## config.mk

```make
export PLATFORM = sky130hd
export DESIGN_NAME = mem_port_arbiter
export DESIGN_NICKNAME = d
export VERILOG_FILES = /design/src/rtl/mem_port_arbiter.sv
export SDC_FILE = /design/constraint.sdc
export NUM_CORES = 1
export LEC_CHECK = 0
export CAP_MARGIN = 25
export CORE_MARGIN = 2
export CORE_UTILIZATION = 42
export CTS_CLUSTER_DIAMETER = 30
export DETAILED_ROUTE_END_ITERATION = 16
export PLACE_DENSITY = 0.8
export SETUP_SLACK_MARGIN = 0.02
export SLEW_MARGIN = 20
export SYNTH_ARGS = -nofsm -noshare
export SYNTH_HDL_FRONTEND = slang
export SYNTH_SLANG_ARGS = --single-unit
```

## constraint.sdc

```tcl
create_clock -name clk -period 2.5 [get_ports clk]
set_input_delay 0.375 -clock clk [delete_from_list [all_inputs] [get_ports clk]]
set_output_delay 0.375 -clock clk [all_outputs]
set_load 0.01 [all_outputs]
```

## src/rtl/mem_port_arbiter.sv

```systemverilog
// Arbitrates one memory port between an instruction-fetch requester and a data requester.
// Data normally wins; a starvation counter forces a fetch grant after STARVE_LIMIT data grants.
module mem_port_arbiter #(
  parameter int WORD_SIZE    = 16,
  parameter int STARVE_LIMIT = 4
) (
  input  logic                 clk,
  input  logic                 reset,
  input  logic                 i_req,
  input  logic [WORD_SIZE-1:0] i_addr,
  output logic                 i_done,
  output logic [WORD_SIZE-1:0] i_rdata,
  output logic                 i_stall,
  input  logic                 d_req,
  input  logic                 d_we,
  input  logic [WORD_SIZE-1:0] d_addr,
  input  logic [WORD_SIZE-1:0] d_wdata,
  output logic                 d_done,
  output logic [WORD_SIZE-1:0] d_rdata,
  output logic                 d_stall,
  output logic                 mem_read,
  output logic                 mem_write,
  output logic [WORD_SIZE-1:0] mem_addr,
  output logic [WORD_SIZE-1:0] mem_wdata,
  input  logic [WORD_SIZE-1:0] mem_rdata,
  input  logic                 mem_ready,
  output logic                 busy
);

  localparam int SW = $clog2(STARVE_LIMIT + 1);
  localparam logic [SW-1:0] LIMIT = SW'(STARVE_LIMIT);

  typedef enum logic [1:0] {IDLE, I_BUSY, D_BUSY} state_t;

  state_t                 state_q;
  logic [SW-1:0]          starve_q;
  logic [SW-1:0]          starve_d;
  logic                   data_win;
  logic                   mem_read_q;
  logic                   mem_write_q;
  logic [WORD_SIZE-1:0]   mem_addr_q;
  logic [WORD_SIZE-1:0]   mem_wdata_q;
  logic                   i_done_q;
  logic                   d_done_q;
  logic [WORD_SIZE-1:0]   i_rdata_q;
  logic [WORD_SIZE-1:0]   d_rdata_q;

  // Data wins unless a waiting fetch has already been passed over STARVE_LIMIT times.
  always_comb begin
    data_win = d_req && !(i_req && (starve_q == LIMIT));
    starve_d = '0;
    if (i_req) begin
      starve_d = (starve_q == LIMIT) ? LIMIT : starve_q + SW'(1);
    end
  end

  always_ff @(posedge clk or posedge reset) begin
    if (reset) begin
      state_q     <= IDLE;
      starve_q    <= '0;
      mem_read_q  <= 1'b0;
      mem_write_q <= 1'b0;
      mem_addr_q  <= '0;
      mem_wdata_q <= '0;
      i_done_q    <= 1'b0;
      d_done_q    <= 1'b0;
      i_rdata_q   <= '0;
      d_rdata_q   <= '0;
    end else begin
      i_done_q <= 1'b0;
      d_done_q <= 1'b0;
      case (state_q)
        IDLE: begin
          if (data_win) begin
            state_q     <= D_BUSY;
            starve_q    <= starve_d;
            mem_addr_q  <= d_addr;
            mem_wdata_q <= d_wdata;
            mem_read_q  <= !d_we;
            mem_write_q <= d_we;
          end else if (i_req) begin
            state_q     <= I_BUSY;
            starve_q    <= '0;
            mem_addr_q  <= i_addr;
            mem_wdata_q <= '0;
            mem_read_q  <= 1'b1;
            mem_write_q <= 1'b0;
          end
        end
        I_BUSY: begin
          if (mem_ready) begin
            state_q     <= IDLE;
            i_rdata_q   <= mem_rdata;
            i_done_q    <= 1'b1;
            mem_read_q  <= 1'b0;
            mem_write_q <= 1'b0;
          end
        end
        D_BUSY: begin
          if (mem_ready) begin
            state_q <= IDLE;
            // The write strobe still encodes load vs store for the access in flight.
            if (!mem_write_q) begin
              d_rdata_q <= mem_rdata;
            end
            d_done_q    <= 1'b1;
            mem_read_q  <= 1'b0;
            mem_write_q <= 1'b0;
          end
        end
        default: begin
          state_q     <= IDLE;
          mem_read_q  <= 1'b0;
          mem_write_q <= 1'b0;
        end
      endcase
    end
  end

  assign mem_read  = mem_read_q;
  assign mem_write = mem_write_q;
  assign mem_addr  = mem_addr_q;
  assign mem_wdata = mem_wdata_q;
  assign i_done    = i_done_q;
  assign d_done    = d_done_q;
  assign i_rdata   = i_rdata_q;
  assign d_rdata   = d_rdata_q;
  assign i_stall   = i_req && !i_done_q;
  assign d_stall   = d_req && !d_done_q;
  assign busy      = (state_q != IDLE);

endmodule

```

Word level (Yosys, flattened, before mapping)
Index checks and enable logic that the tools add are counted.
- flip-flop bits (word level): 73
- input bits: 70
- output and inout bits: 71
- word-level logic and storage cells: 55
- $add $sub $neg: 1
- equal/unequal tests: 5
- muxes and demuxes: 22
- bitwise logic cells: 1
- reduce and logical (&&, ||, !) cells: 16
- operators with widths (cell ; number):
    2-to-1 mux 16 bit ; 4
    2-to-1 mux 3 bit ; 4
    2-to-1 mux 1 bit ; 8
    2-to-1 mux 2 bit ; 3
    AND reduction 2 bit ; 3
    logical AND 1 bit ; 4
    zero test 1 bit ; 4
    one-hot mux 1 bit (2 select lines) ; 2
    one-hot mux 2 bit (2 select lines) ; 1
    nonzero test 2 bit ; 2
    adder 3 x 1 -> 3 bit (second input constant) ; 1
    equality test 3 bit (second input constant) ; 1
    != test 3 bit (second input constant) ; 1
    AND reduction 3 bit ; 1
    equality test 2 x 1 -> 1 bit (second input constant) ; 1
    equality test 2 bit (second input constant) ; 1
    zero test 2 bit ; 1
    != test 2 x 1 -> 1 bit (second input constant) ; 1
    OR reduction 2 bit ; 1
    inverter 1 bit ; 1

Logic depth before layout (Yosys ltp)
Gate-level depths: netlist of the first run.
- depth after elaboration: 6
- depth in mapped cells: 7
- mapped depth without buffers: 5

Worst setup path after synthesis of the first run
No wires, ideal clock.
- path kind: reg2out
- from: reg state_q[0]
- to: out busy
- arrival: 1236 ps
- required time: 2125 ps
- setup slack: 889 ps
- stages on the path, launching flop included: 6
- buffers on the path: 2
- cells stage by stage: dfrtp_1 > inv_1 > ha_1 > clkbuf_1 > buf_2 > inv_1
- longest elaborated chain between the ends: 1
- ends and longest elaborated chain (element ; RTL line ; source):
    start: declaration ; 35 ; state_t state_q;
    start signal: assignment ; 59 ; state_q <= IDLE;
    start signal: assignment ; 75 ; state_q <= D_BUSY;
    start signal: assignment ; 82 ; state_q <= I_BUSY;
    nonzero test 2 bit ; 130 ; assign busy = (state_q != IDLE);
    end: declaration ; 27 ; output logic busy
Every way passes these cells.

Worst setup path in the final report of the first run
- from: in i_req
- to: out i_stall
- longest elaborated chain between the ends: 1
- ends and longest elaborated chain (element ; RTL line ; source):
    start: declaration ; 9 ; input logic i_req,
    logical AND 1 bit ; 128 ; assign i_stall = i_req && !i_done_q;
    end: declaration ; 13 ; output logic i_stall,
Every way passes these cells.

==> results.cfg, run 1 <==
[cts]
cts_hold_buf = 0
clock_sinks = 73
cts_tree = yes
cts-resized-gates = 0
clk_pin_slew_worst_paths_ns = 0.07
h-tree-depth = 3
clock_path_buffers = 2
post_cts_buffers = 0
numCtsBuffers = 9
clock_latency_ns = 0.33
cts-root-buf = clkbuf_8

[worst_setup_path]
worstReg2RegStart = starve_q[0]
path_cells = clkdlybuf4s50_1, nor2b_1, clkdlybuf4s50_1
critPathMostFrequentCell = clkdlybuf4s50_1
rr_endpoint = mem_wdata[11]
reg2reg_slack_ns = 0.72
critPathTopFamily = buffers and inverters
crit_buf_inv = 2
required_ns = 2.12
criticalPathCategory = in2out
cp_max_fo = 7
cp-end-kind = primary output
worstPathArrival_ns = 1.78
critical-path-max-stage-delay_ns = 0.69
reg2reg_depth = 5
critPathLaunchType = input pin
crit_slowest_cell = clkdlybuf4s50_1

[layout]
drive_gt1_share_pct = 15.95
syn2layout_area_growth_pct = 52.62
nFillCells = 602
n_antenna_cell = 0
fin_nets = 491
finalNonFillerCells = 519

[yosys]
yosys-top-cells-area = dfrtp_1, mux2_2, nand2_1
async_flop_share_pct = 100.0
synth_flop_cell = dfrtp_1
synth_edf_count = 0
synth_seq_area_share_pct = 57.55
synthesis.area_um2 = 3174
yosysTopAreaCell = dfrtp_1
ys_types = 29
synth_warnings = 0
postSynthAreaPerCell_um2 = 11.46
yosys.area.top_type_share_pct = 57.55
synth_nets = 352
syn_inst = 277
ys_ff_latch = 73

[timing]
finalClockSkew_ns = 0.008517
setup_ws_ns = 0.3458
rsz0062_at_grt = false
tightest_slew_ns = 0.7083
fin_crit_sh_pct = 86.17
maxSlewViolCount = 0
fin_crit_ns = 2.154
maxSlewHeadroom_pct = 52.77
hold_viol_final = 0
hold_slack_ns = 0.3544
finalSetupTns_ns = 0
finalSetupViolCount = 0
fmax_mhz = 464.2

[routing]
first_iter_violations = 151
vias_per_cell = 4.950
first_pass_iters = 4
num_vias = 2569
wl_per_cell_um = 15.78
wirelength_um = 8189
drcViolationCount = 0
ant_nets = 0

[global_route]
grt_pass1_wl_um = 13690
grt_pass1_vias = 2747
gr-total-overflow = 0
track_usage_pct = 20.86
grt_max_degree = 55
antenna_found_initial = 0

[die]
die_y_um = 90.94
die_width_um = 90.94
io_pins = 141
rows = 31
die_area_um2 = 8269
start_util_pct = 43.53
core_um2 = 7292

[placement]
dp_hpwl_um = 5977
io_buffers = 140
dp.cells = 504
place.gp.congestion = 0.7939
dp_slack_ns = 0.2131

[flow_run]
max_cap_viol_count = 0

[worst_hold_path]
min_path_type = in2async

[power_and_ir_drop]
powerDensity_nw_per_um2 = 1195
ir_worst_vdd_v = 0.0005152
leakage_nw = 2.076

[outcome]
outcome = completed
[routing by layer]
metal	vias to the layer above	global-route usage [%]	wire, um
li1	1232	-	-
met1	1238	26.91	3597
met2	88	34.01	3989
met3	11	5.145	476
met4	0	8.081	126
met5	-	0	0
[state kept, by name, indices dropped and copies added, names as in the netlist]
name	cells
d_rdata	16
i_rdata	16
mem_addr	16
mem_wdata	16
starve_q	3
state_q	2
d_done	1
i_done	1
mem_read	1
mem_write	1
[report_power, final]
part           switching [mW]  leakage (nW)  internal [mW]
clock network           0.409        0.0981          0.481
registers               0.306         0.902           1.75
logic                    1.26          1.08           1.59
[final cells by class]
type                       count  area (um2)  share of cell area (%)
sequential                    73        1827                   37.71
timing repair buffer         147        1466                   30.27
multi-input combinational    177        1204                   24.84
clock buffer                  10       137.6                   2.841
tap                           99       123.9                   2.557
clock inverter                 5       56.30                   1.162
inverter                       8       30.03                  0.6198
[worst max path at each step]
stage	from	to	slack (ns)	cells after the start
finish	i_req	i_stall	0.35	3
global route	i_req	i_stall	0.29	3
CTS	i_req	i_stall	0.34	3
detailed placement	i_req	mem_write	0.21	4
global placement	i_req	mem_write	0.34	4
floorplan	reset	d_done	0.27	1
[logic make-up after synthesis]
| kind of cell | count (synthesis) | synth area share (%) |
|---|---|---|
| fa+ha+maj | 5 | 1.971 |
| compound gates | 43 | 10.64 |
| buf+inv | 27 | 4.532 |
| simple gates | 97 | 13.95 |
| flops | 73 | 57.55 |
| mux | 32 | 11.35 |
[metrics by stage]
stage          utilization, %  power, mW  area, um2
2_1_floorplan               -      3.428       3174
3_3_place_gp            63.78      4.846       4651
3_5_place_dp            63.78      4.944       4651
4_1_cts                 66.44      5.854       4845
5_1_grt                 66.44      6.187       4845
6_report                66.44      5.787       4845
[cell usage after synthesis (all sizes together), types with 3 or more instances]
cell,number
dfrtp,73
nand2,69
mux2,32
o21ai,18
nand4,17
o211ai,16
buf,14
inv,8
clkbuf,5
ha,5
a22o,3
nor2b,3
[placed cells by master, fill, tap and decap left out, types with 3 or more instances in the layout]
| master | synthesis | routed |
|---|---|---|
| o21ai_0 | 17 | 17 |
| nand2_1 | 69 | 69 |
| ha_1 | 5 | 5 |
| clkbuf_8 | 0 | 10 |
| dfrtp_1 | 73 | 73 |
| nand4_1 | 17 | 17 |
| mux2_2 | 31 | 31 |
| nor2b_1 | 3 | 3 |
| o211ai_1 | 6 | 6 |
| clkdlybuf4s50_1 | 0 | 140 |
| inv_1 | 8 | 7 |
| o211ai_2 | 10 | 10 |
| a22o_1 | 3 | 3 |
| buf_4 | 2 | 6 |
Power figures use the tool's default switching activity.
==> inputs of run 2 (changes only) <==
--- a/config.mk
+++ b/config.mk
@@ -5,12 +5,12 @@
 export SDC_FILE = /design/constraint.sdc
 export NUM_CORES = 1
 export LEC_CHECK = 0
-export CAP_MARGIN = 25
 export CORE_MARGIN = 2
 export CORE_UTILIZATION = 42
 export CTS_CLUSTER_DIAMETER = 30
 export DETAILED_ROUTE_END_ITERATION = 16
 export PLACE_DENSITY = 0.8
+export RECOVER_POWER = 25
 export SETUP_SLACK_MARGIN = 0.02
 export SLEW_MARGIN = 20
 export SYNTH_ARGS = -nofsm -noshare
==> run 2 against run 1 <==
  * Register-to-register slack hardly changed
  * Worst hold slack better by 0.13 ns
  * Setup slack hardly changed
  * Largest cell class unchanged
  * Fmax hardly changed
  * Die area stayed put
  * Routed wire length stayed put
  * Clock power hardly changed
  * Sequential power hardly changed
  * Sequential share of layout area is 0.098 points higher
  * Combinational power hardly changed
  * Global-route usage stayed put
  * Utilization is 0.17 points lower
==> results.cfg, run 2 (same netlist as run 1, synthesis figures left out) <==
[die]
rows = 31
io_pins = 141
die_y_um = 90.94
die_area_um2 = 8269
start_util_pct = 43.53
core_um2 = 7292
die_width_um = 90.94

[timing]
hold_viol_final = 0
finalClockSkew_ns = 0.008518
rsz0062_at_grt = false
maxSlewHeadroom_pct = 51.39
finalSetupViolCount = 0
tightest_slew_ns = 0.7291
maxSlewViolCount = 0
fmax_mhz = 464.2
fin_crit_ns = 2.154
finalSetupTns_ns = 0
fin_crit_sh_pct = 86.16

[flow_run]
max_cap_viol_count = 0

[layout]
stdcell_area_um2 = 4832
postLayoutCoreUtil_pct = 66.27
drive_gt1_share_pct = 15.71
n_antenna_cell = 0
layout_common_cells = clkdlybuf4s50_1, dfrtp_1, nand2_1
syn2layout_area_growth_pct = 52.23
finalNonFillerCells = 519
fin_nets = 491
final_common_cell = clkdlybuf4s50_1
nFillCells = 603

[cts]
clk_pin_slew_worst_paths_ns = 0.07
clock_sinks = 73
clock_path_buffers = 2
cts_tree = yes
numCtsBuffers = 9
cts-resized-gates = 0
clock_latency_ns = 0.33
post_cts_buffers = 0
h-tree-depth = 3
cts_hold_buf = 0
cts-root-buf = clkbuf_8

[worst_setup_path]
cp_max_fo = 7
criticalPathCategory = in2out
rr_endpoint = mem_wdata[11]
required_ns = 2.12
worstReg2RegStart = starve_q[0]
critPathLaunchType = input pin
reg2reg_slack_ns = 0.72
worstPathArrival_ns = 1.78
reg2reg_depth = 5
critPathLaunch = i_req
cp-end-kind = primary output

[worst_hold_path]
holdCritStartpoint = mem_wdata[12]
min_path_type = reg2reg
worstHoldPathCells = 2
hold_end = mem_wdata[12]

[power_and_ir_drop]
ir_worst_vdd_v = 0.0005153
powerDensity_nw_per_um2 = 1197
leakage_nw = 2.071

[placement]
io_buffers = 140
dp_hpwl_um = 5977
dp.cells = 504
placed_cell_area_um2 = 4651
place.gp.congestion = 0.7939

[global_route]
grt_max_degree = 55
grt_pass1_vias = 2747
track_usage_pct = 20.86
antenna_found_initial = 0
gr-total-overflow = 0
grt_pass1_wl_um = 13690

[routing]
wirelength_um = 8189
num_vias = 2573
vias_per_cell = 4.958
first_iter_violations = 151
ant_nets = 0
wl_per_cell_um = 15.78
drcViolationCount = 0
first_pass_iters = 4

[outcome]
outcome = completed
run 2: critical path, cell delays in order:
cell	delay, ns
clkdlybuf4s50_1	0.69
nor2b_1	0.18
clkdlybuf4s50_1	0.54
run 2: worst max-delay path by stage:
stage / cells after the start / end
floorplan: 1 / d_done
global placement: 4 / mem_write
detailed placement: 4 / mem_write
CTS: 3 / i_stall
global route: 3 / i_stall
finish: 3 / i_stall
run 2: routing by layer:
metal  vias up  part of all wire (%)  GRT usage, %
met2        88                    49         34.01
met3        11                   5.8         5.145
li1       1232                     -             -
met4         0                   1.5         8.081
met5         -                     0             0
met1      1242                    44         26.91
run 2: stage by stage:
stage | hold slack, ns | worst slack (ns) | power, mW
6_report | 0.4817 | 0.3459 | 5.783
5_1_grt | 0.5163 | 0.2895 | 6.183
4_1_cts | 0.3518 | 0.3389 | 5.854
3_5_place_dp | 0.4696 | 0.2131 | 4.944
3_3_place_gp | 0.4645 | 0.3398 | 4.846
2_1_floorplan | 0.4852 | 0.2717 | 3.428
run 2: where the power goes:
part           switching [mW]  internal (mW)
sequential              0.306           1.75
clock                   0.408          0.481
combinational            1.26           1.59
run 2: area by class of cell:
| type | count | area (um2) | share of cell area (%) |
|---|---|---|---|
| clock buffers | 10 | 137.6 | 2.848 |
| clock inverters | 5 | 56.30 | 1.165 |
| inverters | 8 | 30.03 | 0.6214 |
| multi-input cells | 177 | 1204 | 24.91 |
| flip-flops and latches | 73 | 1827 | 37.80 |
| well taps | 99 | 123.9 | 2.563 |
| repair buffers | 147 | 1454 | 30.09 |
==> inputs of run 3 (changes only) <==
--- a/config.mk
+++ b/config.mk
@@ -5,6 +5,7 @@
 export SDC_FILE = /design/constraint.sdc
 export NUM_CORES = 1
 export LEC_CHECK = 0
+export CORE_ASPECT_RATIO = 0.8
 export CORE_MARGIN = 2
 export CORE_UTILIZATION = 42
 export CTS_CLUSTER_DIAMETER = 30
==> run 3 against run 2 <==
  * Non-clock buffer count rose by 2
  * First-iteration DRC count fell by 27%
  * Die area barely moved
  * Sequential share of layout area fell by 0.74 points
  * Sequential power barely moved
  * Final cell count fell by 1.2%
  * Critical path depth rose by 1
  * Critical path type is now reg2out
  * Register-to-register slack got worse by 0.07 ns
  * Global-route usage fell by 0.27 points
  * Setup slack got worse by 0.079 ns
==> results.cfg, run 3 (same netlist as run 1, synthesis figures left out) <==
[routing]
wirelength_um = 8128
first_iter_violations = 110
drcViolationCount = 0
vias_per_cell = 5.136
first_pass_iters = 4
ant_nets = 0
num_vias = 2635
wl_per_cell_um = 15.84

[die]
die_width_um = 101.2
die_y_um = 81.76
die_area_um2 = 8274
io_pins = 141
start_util_pct = 43.15
core_um2 = 7357
rows = 28

[worst_setup_path]
criticalPathCategory = reg2out
cp-end-kind = primary output
required_ns = 2.12
reg2reg_slack_ns = 0.65
critPathLaunchType = flop
cp_max_fo = 10
worstPathArrival_ns = 1.86

[worst_hold_path]
min_path_type = reg2reg

[timing]
fin_crit_ns = 2.233
finalSetupViolCount = 0
finalClockSkew_ns = 0.005489
tightest_slew_ns = 0.8264
hold_slack_ns = 0.4831
hold_viol_final = 0
fin_crit_sh_pct = 89.33
maxSlewHeadroom_pct = 44.85
finalSetupTns_ns = 0
rsz0062_at_grt = false
fmax_mhz = 447.8
maxSlewViolCount = 0

[power_and_ir_drop]
powerDensity_nw_per_um2 = 1262
ir_worst_vdd_v = 0.0006705
leakage_nw = 2.125
p_total_mw = 6.219

[placement]
place.gp.congestion = 0.7738
io_buffers = 140
placed_cell_area_um2 = 4654
dp_hpwl_um = 5765

[global_route]
grt_max_degree = 35
antenna_found_initial = 0
track_usage_pct = 20.59
gr-total-overflow = 0
grt_pass1_vias = 2618
grt_pass1_wl_um = 12980

[cts]
clock_path_buffers = 2
post_cts_buffers = 0
numCtsBuffers = 9
clock_latency_ns = 0.34
h-tree-depth = 3
clock_sinks = 73
cts-resized-gates = 0
cts_hold_buf = 0
cts-root-buf = clkbuf_8
clk_pin_slew_worst_paths_ns = 0.07
cts_tree = yes

[layout]
fin_nets = 493
drive_gt1_share_pct = 16.08
stdcell_area_um2 = 4928
n_antenna_cell = 0
final_common_cell = clkdlybuf4s50_1
layout_common_cells = clkdlybuf4s50_1, dfrtp_1, nand2_1
syn2layout_area_growth_pct = 55.26

[outcome]
outcome = completed

[flow_run]
max_cap_viol_count = 0
## run 3: changes by cell type in the layout (fill, tap and decap cells not counted)
cell        before  now
clkinv_4         1    0
buf_4            6    7
bufinv_16        1    5
clkbuf_1         0    1
clkinvlp_4       1    0
clkbuf_4         1    0
clkinv_2         2    0
clkbuf_2         0    2
## run 3: final timing paths
kind | from | endpoint | cells past startpoint
min in group asynchronous | reset | i_rdata[2] | 2
worst min-delay path | mem_wdata[5] | mem_wdata[5] | 2
worst max-delay path | state_q[0] | busy | 4
worst max register to register | state_q[0] | mem_wdata[7] | 6
max in group asynchronous | reset | mem_addr[11] | 3
worst min register to register | mem_wdata[5] | mem_wdata[5] | 2
## run 3: critical path, stage by stage (launching register included)
cell and delay, ns:
dfrtp_1 0.42, inv_1 0.10, ha_1 0.42, inv_1 0.07, clkdlybuf4s50_1 0.50
## run 3: layout make-up
type | count | area, um2
repair buffers | 149 | 1464
flip-flops and latches | 73 | 1827
inverters | 8 | 30.03
well taps | 90 | 112.6
fillers | 576 | 2429
clock buffers | 11 | 141.4
multi-input cells | 177 | 1204
clock inverters | 5 | 150.1
## run 3: layer usage
metal	global-route usage [%]	vias up	routed length, um
met4	5.676	0	92
met1	27.22	1287	3632
met3	6.638	8	553
met5	0	-	0
met2	32.91	97	3849
li1	-	1243	-
## run 3: power breakdown
group,leakage [nW],switching [mW],internal [mW],total (mW)
Clock,0.144,0.422,0.893,1.32
Sequential,0.902,0.312,1.75,2.06
Combinational,1.08,1.26,1.59,2.85
## run 3: through the flow
step	std cells	utilization, %	setup slack (ns)
2_1_floorplan	277	-	0.2717
3_3_place_gp	497	63.27	0.5668
3_5_place_dp	497	63.27	0.4719
4_1_cts	513	67.23	0.2503
5_1_grt	513	66.99	0.1742
6_report	513	66.99	0.2668
